`src/rtl/ip_uart_tx_arbiter_if.sv`:
```
// rtl/ip_uart_tx_arbiter_if.sv - requester and ip_uart handshake bundle for ip_uart_tx_arbiter
interface ip_uart_tx_arbiter_if;
  logic [3:0]  req_valid;
  logic [31:0] req_data;
  logic [3:0]  req_last;
  logic [3:0]  req_ready;
  logic [7:0]  send_data;
  logic        send_req;
  logic        send_busy;
  logic [1:0]  grant_id;
  logic        active;

  // Arbiter side: consumes requester bytes and ip_uart busy, drives the transmit request
  modport master (
    input  req_valid, req_data, req_last, send_busy,
    output req_ready, send_data, send_req, grant_id, active
  );

  // Environment side: requesters plus the ip_uart instance
  modport slave (
    output req_valid, req_data, req_last, send_busy,
    input  req_ready, send_data, send_req, grant_id, active
  );
endinterface

```
`src/rtl/ip_uart_tx_arbiter.sv`:
```
// rtl/ip_uart_tx_arbiter.sv - round-robin share of one ip_uart transmitter among four requesters (optional message lock: IP_UART_ARB_LOCK_EN)
module ip_uart_tx_arbiter #(
  parameter int unsigned guard_cycles = 1
) (
  input  logic                 clk,
  input  logic                 reset_n,
  ip_uart_tx_arbiter_if.master bus
);

  typedef enum logic [1:0] {
    ST_IDLE  = 2'd0,
    ST_SEND  = 2'd1,
    ST_GUARD = 2'd2
  } state_t;

  localparam logic [3:0] GUARD_LOAD = 4'(guard_cycles);

  state_t      state_q;
  logic [7:0]  send_data_q;
  logic        send_req_q;
  logic [1:0]  grant_id_q;
  logic [1:0]  rr_ptr_q;
  logic [3:0]  guard_q;
  logic        active_q;

  logic [3:0]  eligible_d;
  logic [1:0]  grant_d;
  logic        grant_vld_d;
  logic [3:0]  req_ready_d;

`ifdef IP_UART_ARB_LOCK_EN
  logic        lock_q;
  logic [1:0]  lock_id_q;

  // While a message is open only its owner may compete
  always_comb begin
    eligible_d = bus.req_valid;
    if (lock_q) begin
      eligible_d = bus.req_valid & (4'b0001 << lock_id_q);
    end
  end
`else
  logic        unused_req_last;
  assign unused_req_last = ^bus.req_last;

  // Without message lock every valid requester competes after every byte
  always_comb begin
    eligible_d = bus.req_valid;
  end
`endif

  // Circular scan from rr_ptr; descending loop lets the nearest requester win
  always_comb begin
    grant_d     = rr_ptr_q;
    grant_vld_d = 1'b0;
    for (int i = 3; i >= 0; i--) begin
      if (eligible_d[rr_ptr_q + 2'(i)]) begin
        grant_d     = rr_ptr_q + 2'(i);
        grant_vld_d = 1'b1;
      end
    end
  end

  // Consume strobe only in IDLE and never while reset is held
  always_comb begin
    req_ready_d = 4'b0000;
    if (reset_n && (state_q == ST_IDLE) && grant_vld_d) begin
      req_ready_d[grant_d] = 1'b1;
    end
  end

  // Arbitration FSM with registered handshake outputs
  always_ff @(posedge clk or negedge reset_n) begin
    if (!reset_n) begin
      state_q     <= ST_IDLE;
      send_data_q <= 8'h00;
      send_req_q  <= 1'b0;
      grant_id_q  <= 2'd0;
      rr_ptr_q    <= 2'd0;
      guard_q     <= 4'd0;
      active_q    <= 1'b0;
`ifdef IP_UART_ARB_LOCK_EN
      lock_q      <= 1'b0;
      lock_id_q   <= 2'd0;
`endif
    end else begin
      case (state_q)
        ST_IDLE: begin
          if (grant_vld_d) begin
            send_data_q <= bus.req_data[{grant_d, 3'b000} +: 8];
            grant_id_q  <= grant_d;
            rr_ptr_q    <= grant_d + 2'd1;
            send_req_q  <= 1'b1;
            active_q    <= 1'b1;
            state_q     <= ST_SEND;
`ifdef IP_UART_ARB_LOCK_EN
            lock_q      <= ~bus.req_last[grant_d];
            lock_id_q   <= grant_d;
`endif
          end
        end
        ST_SEND: begin
          if (!bus.send_busy) begin
            send_req_q <= 1'b0;
            guard_q    <= GUARD_LOAD;
            state_q    <= ST_GUARD;
          end
        end
        ST_GUARD: begin
          if (guard_q <= 4'd1) begin
            guard_q  <= 4'd0;
            active_q <= 1'b0;
            state_q  <= ST_IDLE;
          end else begin
            guard_q <= guard_q - 4'd1;
          end
        end
        default: begin
          send_req_q <= 1'b0;
          active_q   <= 1'b0;
          state_q    <= ST_IDLE;
        end
      endcase
    end
  end

  assign bus.req_ready = req_ready_d;
  assign bus.send_data = send_data_q;
  assign bus.send_req  = send_req_q;
  assign bus.grant_id  = grant_id_q;
  assign bus.active    = active_q;

endmodule

```
`src/flat_wrapper.sv`:
```
// flat-port wrapper written by rule: the top's interface ports become plain ports
module ip_uart_tx_arbiter_flat 
#(
  parameter int unsigned guard_cycles = 1
)
  (clk, reset_n, bus_req_valid, bus_req_data, bus_req_last, bus_send_busy, bus_req_ready, bus_send_data, bus_send_req, bus_grant_id, bus_active);
  ip_uart_tx_arbiter_if bus_i ();
  input  logic clk;
  input  logic reset_n;
  input wire logic [$bits(bus_i.req_valid)-1:0] bus_req_valid;
  input wire logic [$bits(bus_i.req_data)-1:0] bus_req_data;
  input wire logic [$bits(bus_i.req_last)-1:0] bus_req_last;
  input wire logic [$bits(bus_i.send_busy)-1:0] bus_send_busy;
  output wire logic [$bits(bus_i.req_ready)-1:0] bus_req_ready;
  output wire logic [$bits(bus_i.send_data)-1:0] bus_send_data;
  output wire logic [$bits(bus_i.send_req)-1:0] bus_send_req;
  output wire logic [$bits(bus_i.grant_id)-1:0] bus_grant_id;
  output wire logic [$bits(bus_i.active)-1:0] bus_active;
  assign bus_i.req_valid = bus_req_valid;
  assign bus_i.req_data = bus_req_data;
  assign bus_i.req_last = bus_req_last;
  assign bus_i.send_busy = bus_send_busy;
  assign bus_req_ready = bus_i.req_ready;
  assign bus_send_data = bus_i.send_data;
  assign bus_send_req = bus_i.send_req;
  assign bus_grant_id = bus_i.grant_id;
  assign bus_active = bus_i.active;
  ip_uart_tx_arbiter #(.guard_cycles(guard_cycles)) u_core (.clk(clk), .reset_n(reset_n), .bus(bus_i));
endmodule
```
`config.mk`:
```
export PLATFORM = sky130hd
export DESIGN_NAME = ip_uart_tx_arbiter_flat
export DESIGN_NICKNAME = d
export VERILOG_FILES = /design/src/rtl/ip_uart_tx_arbiter_if.sv /design/src/rtl/ip_uart_tx_arbiter.sv /design/src/flat_wrapper.sv
export SDC_FILE = /design/constraint.sdc
export NUM_CORES = 1
export LEC_CHECK = 0
export ABC_CLOCK_PERIOD_IN_PS = 4000
export CORE_MARGIN = 5
export CORE_UTILIZATION = 45
export CTS_CLUSTER_SIZE = 40
export DETAILED_ROUTE_END_ITERATION = 10
export PLACE_DENSITY = 0.85
export SLEW_MARGIN = 20
export SYNTH_ARGS = -nofsm -noshare
export SYNTH_HDL_FRONTEND = slang
export SYNTH_SLANG_ARGS = --single-unit
```
`constraint.sdc`:
```
create_clock -name clk -period 4 [get_ports clk]
set_clock_uncertainty 0.2 [all_clocks]
set_input_delay 0.8 -clock clk [delete_from_list [all_inputs] [get_ports clk]]
set_output_delay 0.8 -clock clk [all_outputs]
set_load 0.02 [all_outputs]
```
-- After elaboration in Yosys (flattened, before gate mapping)
Index checks and enable logic that the tools add are counted.
- word-level logic and storage cells: 68
- register bits after elaboration: 20
- input bits: 43
- output and inout bits: 16
- bitwise logic cells: 2
- magnitude comparators: 7
- equal/unequal tests: 5
- add/sub/neg operators: 5
- multiplexer cells: 31
- shifts and indexed selects: 1
- reduce and logical (&&, ||, !) cells: 10
- operators with widths (operator ; number):
    $shiftx 32x6->8 ; 1
    $lt 2x3->1 const B ; 5
    $mux 2 ; 7
    $mux 1 ; 12
    $mux 4 ; 3
    $reduce_and 3->1 ; 3
    $bmux 1 s2 ; 4
    $pmux 4 s2 ; 1
    $pmux 1 s3 ; 2
    $pmux 2 s3 ; 1
    $add 2x1->2 const B ; 2
    $add 2x2->2 const B ; 2
    $le 4x1->1 const B ; 1
    $ne 2x1->1 const B ; 2
    $reduce_and 2->1 ; 2
    $sub 4x1->4 const B ; 1
    $logic_and 1x1->1 ; 3
    $demux 1 s2 ; 1
    $eq 2x1->1 const B ; 1
    $eq 2x2->1 const B ; 1
    $ge 2x1->1 const B ; 1
    $logic_not 2->1 ; 1
    $ne 2x2->1 const B ; 1
    $not 1->1 ; 2
    $reduce_bool 2->1 ; 1

-- Logic depth before layout (Yosys ltp)
Gate-level depths: netlist of run 1.
- depth after elaboration: 12
- gate-level depth with buffers: 6
- depth with buffers taken out: 6

-- Worst setup path before layout of run 1
No wires, ideal clock.
- path kind: input to output
- from: in bus_req_valid[0]
- to: out bus_req_ready[1]
- data required time: 3000 ps
- stages: 5
- buffers on the path: 1
- arrival: 2153 ps
- path slack: 847 ps
- cells stage by stage: and2b_1 -> o21ba_1 -> or3_1 -> buf_2 -> nor3_1
- cells in the longest elaborated chain, start to end: 11
- elaborated cells between the ends (all ways): 23
- classes of those cells: 2 x order compare; 19 x mux; 2 x reduce/logical
- ends and longest elaborated chain (what ; line ; text):
    from (decl) ; flat_wrapper.sv:10 ; input wire logic [$bits(bus_i.req_valid)-1:0] bus_req_valid;
    $bmux 1 s2 ; ip_uart_tx_arbiter.sv:57 ; if (eligible_d[rr_ptr_q + 2'(i)]) begin
    $mux 1 (implied by the code) ; ip_uart_tx_arbiter.sv:57 ;
    $mux 2 (4 in series) ; ip_uart_tx_arbiter.sv:57 ;
    $lt 2x3->1 (implied by the code) / $ge 2x1->1 (equally long branches) ; ip_uart_tx_arbiter.sv:68 ; req_ready_d[grant_d] = 1'b1;
    $logic_and 1x1->1 (implied by the code) ; ip_uart_tx_arbiter.sv:68 ;
    $mux 1 (implied by the code) ; ip_uart_tx_arbiter.sv:68 ;
    $demux 1 s2 ; n/a ;
    $mux 4 * ; ip_uart_tx_arbiter.sv:67 ; if (reset_n && (state_q == ST_IDLE) && grant_vld_d) begin
    to (decl) ; flat_wrapper.sv:14 ; output wire logic [$bits(bus_i.req_ready)-1:0] bus_req_ready;
Every way passes the cells marked *; elsewhere a longest branch is shown, timed or not. The select of a mux whose other input is x is not followed.

-- Worst setup path after layout of run 1
- from: in bus_req_valid[2]
- to: out bus_req_ready[0]
The elaborated chain is that of the path after synthesis.

==> results.cfg, run 1 <==
[synthesis]
synthCells = 134
avgSynthCellArea_um2 = 10.0
synth_area_mm2 = 0.00134
synth_cell_types = 40
syn_nets = 179
ys_seq_area_share_pct = 37.3
synth-seq-cells = 20
yosysWarningCount = 0

[detailed_routing]
routedWlPerCell_um = 16.8
first_pass_iters = 4
drc_errors = 0
viasPerCell = 5.88
wl_um = 3890
ant_nets = 0
vias = 1359
drtIter0Drc = 60

[pwr]
ir_drop_v = 0.000340
power_switching_share_pct = 42.8
seqPwrFrac_pct = 28.7
power.share.combinational_pct = 62.6
power_switching_mw = 0.574
clkPwrFrac_pct = 8.7
intPower_mw = 0.767
p_per_area_mw_per_mm2 = 659
p_leak_nw = 0.879

[floorplan]
die_area_mm2 = 0.00417
die_h_um = 64.6
start_util_pct = 47.8
num_rows = 19
core-area_mm2 = 0.00281
ios = 59
die_x_um = 64.6

[cts]
clkLatencyLatePin_ns = 0.30
cts.sinks = 20
cts_tree = yes
clockBufferDepth = 2
path_clk_slew_ns = 0.11
numCtsBuffers = 3
cts_max_level = 1
cts_setup_buffers = 0
cts-root-buf = clkbuf_4

[critical_path]
cp_slowest_cell = clkdlybuf4s50_1
cp-end-kind = output pin
crit_chain = clkdlybuf4s50_1 -> nor2b_2 -> o21a_1 -> or3_1 -> nor3b_1 -> clkdlybuf4s50_1
slowest_delay_ns = 0.53
path_max_fanout = 5
critPathLaunchType = primary input
path_common_cell = clkdlybuf4s50_1
arrival_ns = 2.87
critPathKind = in -> out
worst-endpoint-required_ns = 3.00

[sta]
holdWs_ns = 0.317
max_freq_mhz = 259
tightest_slew_ns = 0.637
layout_setup_ws_ns = 0.135
setup_viol_count_final = 0
worst_slew_margin_rel_pct = 57.2
finalCritPeriodShare_pct = 96.6
final.setup.tns_ns = 0
slew_viol_final = 0
final_hold_viol_count = 0
post-route-min-period_ns = 3.87

[placement]
port_buffers = 54
place_area_mm2 = 0.00199
hpwlAfterDp_um = 3100
gp_congestion = 0.850
pre_cts_ws_ns = -0.0336
placed_cells = 227

[finish]
num_antenna_cells = 0
synthToLayoutAreaGrowth_pct = 51.7
fin_area_mm2 = 0.00203
fillers = 213
drive_gt1_share_pct = 17.0
fin_cells = 231
finalNetCount = 246

[grt]
grt.met2_usage_pct = 33.8
grtUsageMet3_pct = 4.66
grt_first_pass_wirelength_um = 6310
grt.total_usage_pct = 18.9
use_met1_pct = 22.2
grt_pass1_vias = 1446
gr-total-overflow = 0
grt_max_degree = 21
top_usage_layer = met2
antenna_found_initial = 0

[hold_path]
worstHoldPathType = reg -> reg

[run]
drv_cap = 0

[status]
status = finished, final reports clean
-- cells by family (layout without fill, tap and decap cells) --
group	Yosys count	in the layout	share of synthesized area (%)
and+or+nand+nor	43	43	19.8
buffers and inverters	8	74	3.08
adders and majority gates	2	2	1.87
muxes	9	9	9.71
AOI/OAI and AO/OA	51	51	27.5
DFF	20	20	37.3
xor gates and xnor gates	1	1	0.654
-- timing repair --
item | CTS | global route
hold buffers | 0 | 0
resized for setup | 2 | 4
pin swaps | 0 | 0
endpoints found under the setup margin | 2 | 2
-- registers in the layout, indices dropped and copies added, names as in the netlist --
register / cells
u_core.rr_ptr_q: 2
u_core.state_q: 2
u_core.guard_q: 4
u_core.bus.grant_id: 2
u_core.bus.active: 1
u_core.bus.send_req: 1
u_core.bus.send_data: 8
-- layer usage --
layer	share of wire, %	vias up
li1	-	642
met1	41	647
met2	50	64
met3	7.4	6
met4	1.4	0
met5	0	-
-- worst paths after layout --
check | from | endpoint | slack [ns] | cells after the start
max in group asynchronous | reset_n | u_core.guard_q[2] | 2.71 | 2
setup / recovery | bus_req_valid[2] | bus_req_ready[0] | 0.13 | 6
hold reg to reg | u_core.bus.grant_id[0] | u_core.bus.grant_id[0] | 0.32 | 1
min in group asynchronous | reset_n | u_core.bus.send_req | 0.68 | 2
hold / removal | u_core.bus.grant_id[0] | u_core.bus.grant_id[0] | 0.32 | 1
setup reg to reg | u_core.rr_ptr_q[1] | u_core.bus.send_data[0] | 1.54 | 6
-- worst max-delay path: cells and delay by family --
family                 cells  cell delay, ns
AND/OR/NAND/NOR            3            0.81
buffers and inverters      2            1.04
AO/OA/AOI/OAI              1            0.22
-- layout by cell type, fill, tap and decap left out, types with 2 or more instances in the layout --
cell and n:
dfrtp_1 20, dlygate4sd2_1 2, ha_1 2, a21oi_1 11
o21ai_1 2, clkbuf_4 3, nand2b_1 2, nor2b_1 4
a221o_1 8, dlymetal6s2s_1 2, or3_1 2, o21a_1 3
nand2_1 4, inv_1 3, clkdlybuf4s50_1 50, mux2_4 8
nand3_1 11, o21ai_0 14, a21boi_0 2, nor2_1 7
buf_4 13, nor3_1 4, nor3b_1 2
-- Yosys cell counts --
library cell | n | area, µm²
nor3_2 | 1 | 10.0
nor4_1 | 1 | 6.26
o21ai_1 | 2 | 10.0
o31ai_2 | 1 | 12.5
o2bb2ai_1 | 1 | 8.76
buf_6 | 1 | 11.3
inv_1 | 3 | 11.3
dfrtp_1 | 20 | 500
nor2_8 | 1 | 20.0
nand2_8 | 1 | 20.0
a211oi_1 | 1 | 7.51
nor3_1 | 4 | 20.0
nand2b_1 | 2 | 12.5
a2111o_1 | 1 | 11.3
a221o_1 | 8 | 80.1
clkbuf_1 | 1 | 3.75
nor3b_1 | 2 | 15.0
xnor2_1 | 1 | 8.76
mux2_4 | 8 | 120
a2111oi_4 | 1 | 27.5
o21ai_2 | 1 | 8.76
nor2b_4 | 1 | 13.8
o21bai_1 | 1 | 7.51
nor2b_1 | 5 | 31.3
and2b_1 | 1 | 7.51
ha_1 | 2 | 25.0
o21ba_1 | 1 | 10.0
o22ai_1 | 1 | 6.26
nand2_1 | 4 | 15.0
mux2i_1 | 1 | 10.0
a21oi_1 | 11 | 55.1
o21a_1 | 3 | 22.5
a21boi_0 | 2 | 15.0
or3_1 | 2 | 12.5
a21o_1 | 1 | 7.51
buf_2 | 3 | 15.0
nand3_1 | 11 | 55.1
nor2_1 | 7 | 26.3
a221oi_1 | 1 | 8.76
o21ai_0 | 14 | 70.1
-- stage by stage --
step | total power [mW] | util [%]
final | 1.34 | 72.5
after global routing | 1.44 | 72.5
after CTS | 1.34 | 72.0
after detailed placement | 1.22 | 70.8
after global placement | 1.18 | 70.8
after floorplan | 0.897 | -
-- cell type report --
type	instances	area [µm²]	share of cell area [%]
inverter	3	11.3	0.554
tap	31	38.8	1.91
clock buffer	4	36.3	1.78
multi-input combinational	106	806	39.6
sequential	20	500	24.6
timing repair buffer	67	641	31.5
-- power by group through the flow --
stage          Combinational (mW)  Sequential [mW]  Clock [mW]
2_1_floorplan               0.471            0.427           0
3_3_place_gp                0.802            0.377           0
3_5_place_dp                0.840            0.382           0
4_1_cts                     0.840            0.380       0.117
5_1_grt                     0.913            0.393       0.130
6_report                    0.839            0.384       0.117
Power figures use the tool's default switching activity.
==> run 2: changes to the inputs <==
Settings changed: SLEW_MARGIN 20 to unset.
==> results of run 2 <==
Same layout as run 1: the final DEF is identical, and so are final timing and power.
==> run 3: changes to the inputs <==
Settings changed: CORE_UTILIZATION 45 to 35, PLACE_DENSITY 0.85 to 0.69.
==> run 3 against run 2 <==
Net effect: non-clock buffer count up 4; utilization down 15 points; clock power up 77%.
==> results.cfg, run 3 (same netlist as run 1, synthesis figures left out) <==
[hold_path]
worstHoldPathType = reg -> reg
holdCritStartpoint = u_core.bus.grant_id[0]

[status]
status = finished, final reports clean

[floorplan]
die_x_um = 71.9
core-area_mm2 = 0.00369
ios = 59
start_util_pct = 36.3
num_rows = 22
die_area_mm2 = 0.00517
die_h_um = 71.9

[critical_path]
critPathLaunch = bus_req_valid[0]
slowest_delay_ns = 0.63
path_common_cell = clkdlybuf4s50_1
crit_chain = clkdlybuf4s50_1 -> nor2_1 -> a211oi_1 -> or3_1 -> nor3b_1 -> clkdlybuf4s50_1
arrival_ns = 2.88
critPathKind = in -> out
path_max_fanout = 6
cp_slowest_cell = clkdlybuf4s50_1
critPathLaunchType = primary input
cp-end-kind = output pin
worst-endpoint-required_ns = 3.00
path_delay_family = buffers and inverters
path_buf_inv = 2
r2r-start = u_core.rr_ptr_q[1]

[sta]
setup_viol_count_final = 0
worst_slew_margin_rel_pct = 57.4
final_hold_viol_count = 0
slew_viol_final = 0
post-route-min-period_ns = 3.88
max_freq_mhz = 258
finalCritPeriodShare_pct = 97.0
tightest_slew_ns = 0.636
rsz0062_at_grt = false
final.setup.tns_ns = 0

[detailed_routing]
ant_nets = 0
wl_met2_um = 1930
viasPerCell = 5.38
wl_met3_um = 287
wl_um = 3950
vias = 1356
drtIter0Drc = 73
first_pass_iters = 4
highest_layer = met4
met1_length_um = 1670
routedWlPerCell_um = 15.7
drc_errors = 0

[finish]
synthToLayoutAreaGrowth_pct = 57.9
finalNetCount = 250
fillers = 346
drive_gt1_share_pct = 17.6
largest_reg_flops = 8
num_antenna_cells = 0
final_common_cell = clkdlybuf4s50_1
final_cell_mix = 50 x clkdlybuf4s50_1, 20 x dfrtp_1, 17 x buf_4
fin_cells = 252

[placement]
port_buffers = 54
gp_congestion = 0.915
placed_cells = 248
hpwlAfterDp_um = 3100

[grt]
grt.total_usage_pct = 15.8
grt_max_degree = 21
grt_pass1_vias = 1500
grt_first_pass_wirelength_um = 6560
antenna_found_initial = 0
gr-total-overflow = 0

[run]
drv_cap = 0

[cts]
clkLatencyLatePin_ns = 0.26
cts.sinks = 20
numCtsBuffers = 3
cts_max_level = 1
clockBufferDepth = 2
hold_buffers = 0
path_clk_slew_ns = 0.08
cts-root-buf = clkbuf_8
cts_tree = yes

[pwr]
p_per_area_mw_per_mm2 = 680
p_leak_nw = 0.926
ir_drop_v = 0.000262
[run 3: final timing paths]
| path | end | slack (ns) | cells after the start |
|---|---|---|---|
| setup / recovery | bus_req_ready[2] | 0.12 | 6 |
| hold / removal | u_core.bus.grant_id[0] | 0.29 | 1 |
| setup reg to reg | u_core.bus.send_data[5] | 1.55 | 6 |
| hold reg to reg | u_core.bus.grant_id[0] | 0.29 | 1 |
| max in group asynchronous | u_core.bus.send_data[6] | 2.67 | 2 |
| min in group asynchronous | u_core.bus.send_req | 0.71 | 2 |
[run 3: where the power goes]
part	switching (mW)	total [mW]	internal [mW]
Sequential	0.0863	0.381	0.294
Clock	0.0733	0.207	0.134
Combinational	0.423	0.852	0.428
[run 3: metrics by stage]
stage	cell area [µm²]	hold WS (ns)	worst slack, ns	total power [mW]	utilization [%]
6_report	2120	0.292	0.121	1.44	57.4
2_1_floorplan	1340	0.273	0.847	0.897	-
4_1_cts	2110	0.296	0.00206	1.45	57.2
5_1_grt	2120	0.322	0.0140	1.54	57.4
3_3_place_gp	2040	0.265	0.0631	1.20	55.3
3_5_place_dp	2040	0.275	0.0121	1.24	55.3
[run 3: metal layers]
metal  track usage, %  vias to the layer above
met2             27.1                       58
li1                 -                      648
met4             5.43                        0
met1             18.9                      642
met3             4.21                        8
met5                0                        -
[run 3: cell type report]
type / instances / area (µm²) / share of cell area, %
clock buffer: 3 / 41.3 / 1.95
clock inverter: 1 / 30.0 / 1.42
inverter: 3 / 11.3 / 0.532
multi-input combinational: 106 / 798 / 37.7
sequential: 20 / 500 / 23.7
tap: 48 / 60.1 / 2.84
timing repair buffer: 71 / 674 / 31.9
[run 3: what timing repair did]
item / 4_1_cts / 5_1_grt
endpoints found under the setup margin: 1 / 2
buffers inserted: 0 / 0
gates resized for setup: 1 / 3
pin swaps: 0 / 0
[run 3: worst register-to-register path: cells and delay by family, from the launching register on]
| family | cells | cell delay, ns |
|---|---|---|
| AO/OA/AOI/OAI | 2 | 0.85 |
| flip-flops | 1 | 0.48 |
| AND/OR/NAND/NOR | 2 | 0.28 |
| buffers and inverters | 1 | 0.21 |
| multiplexers | 1 | 0.32 |
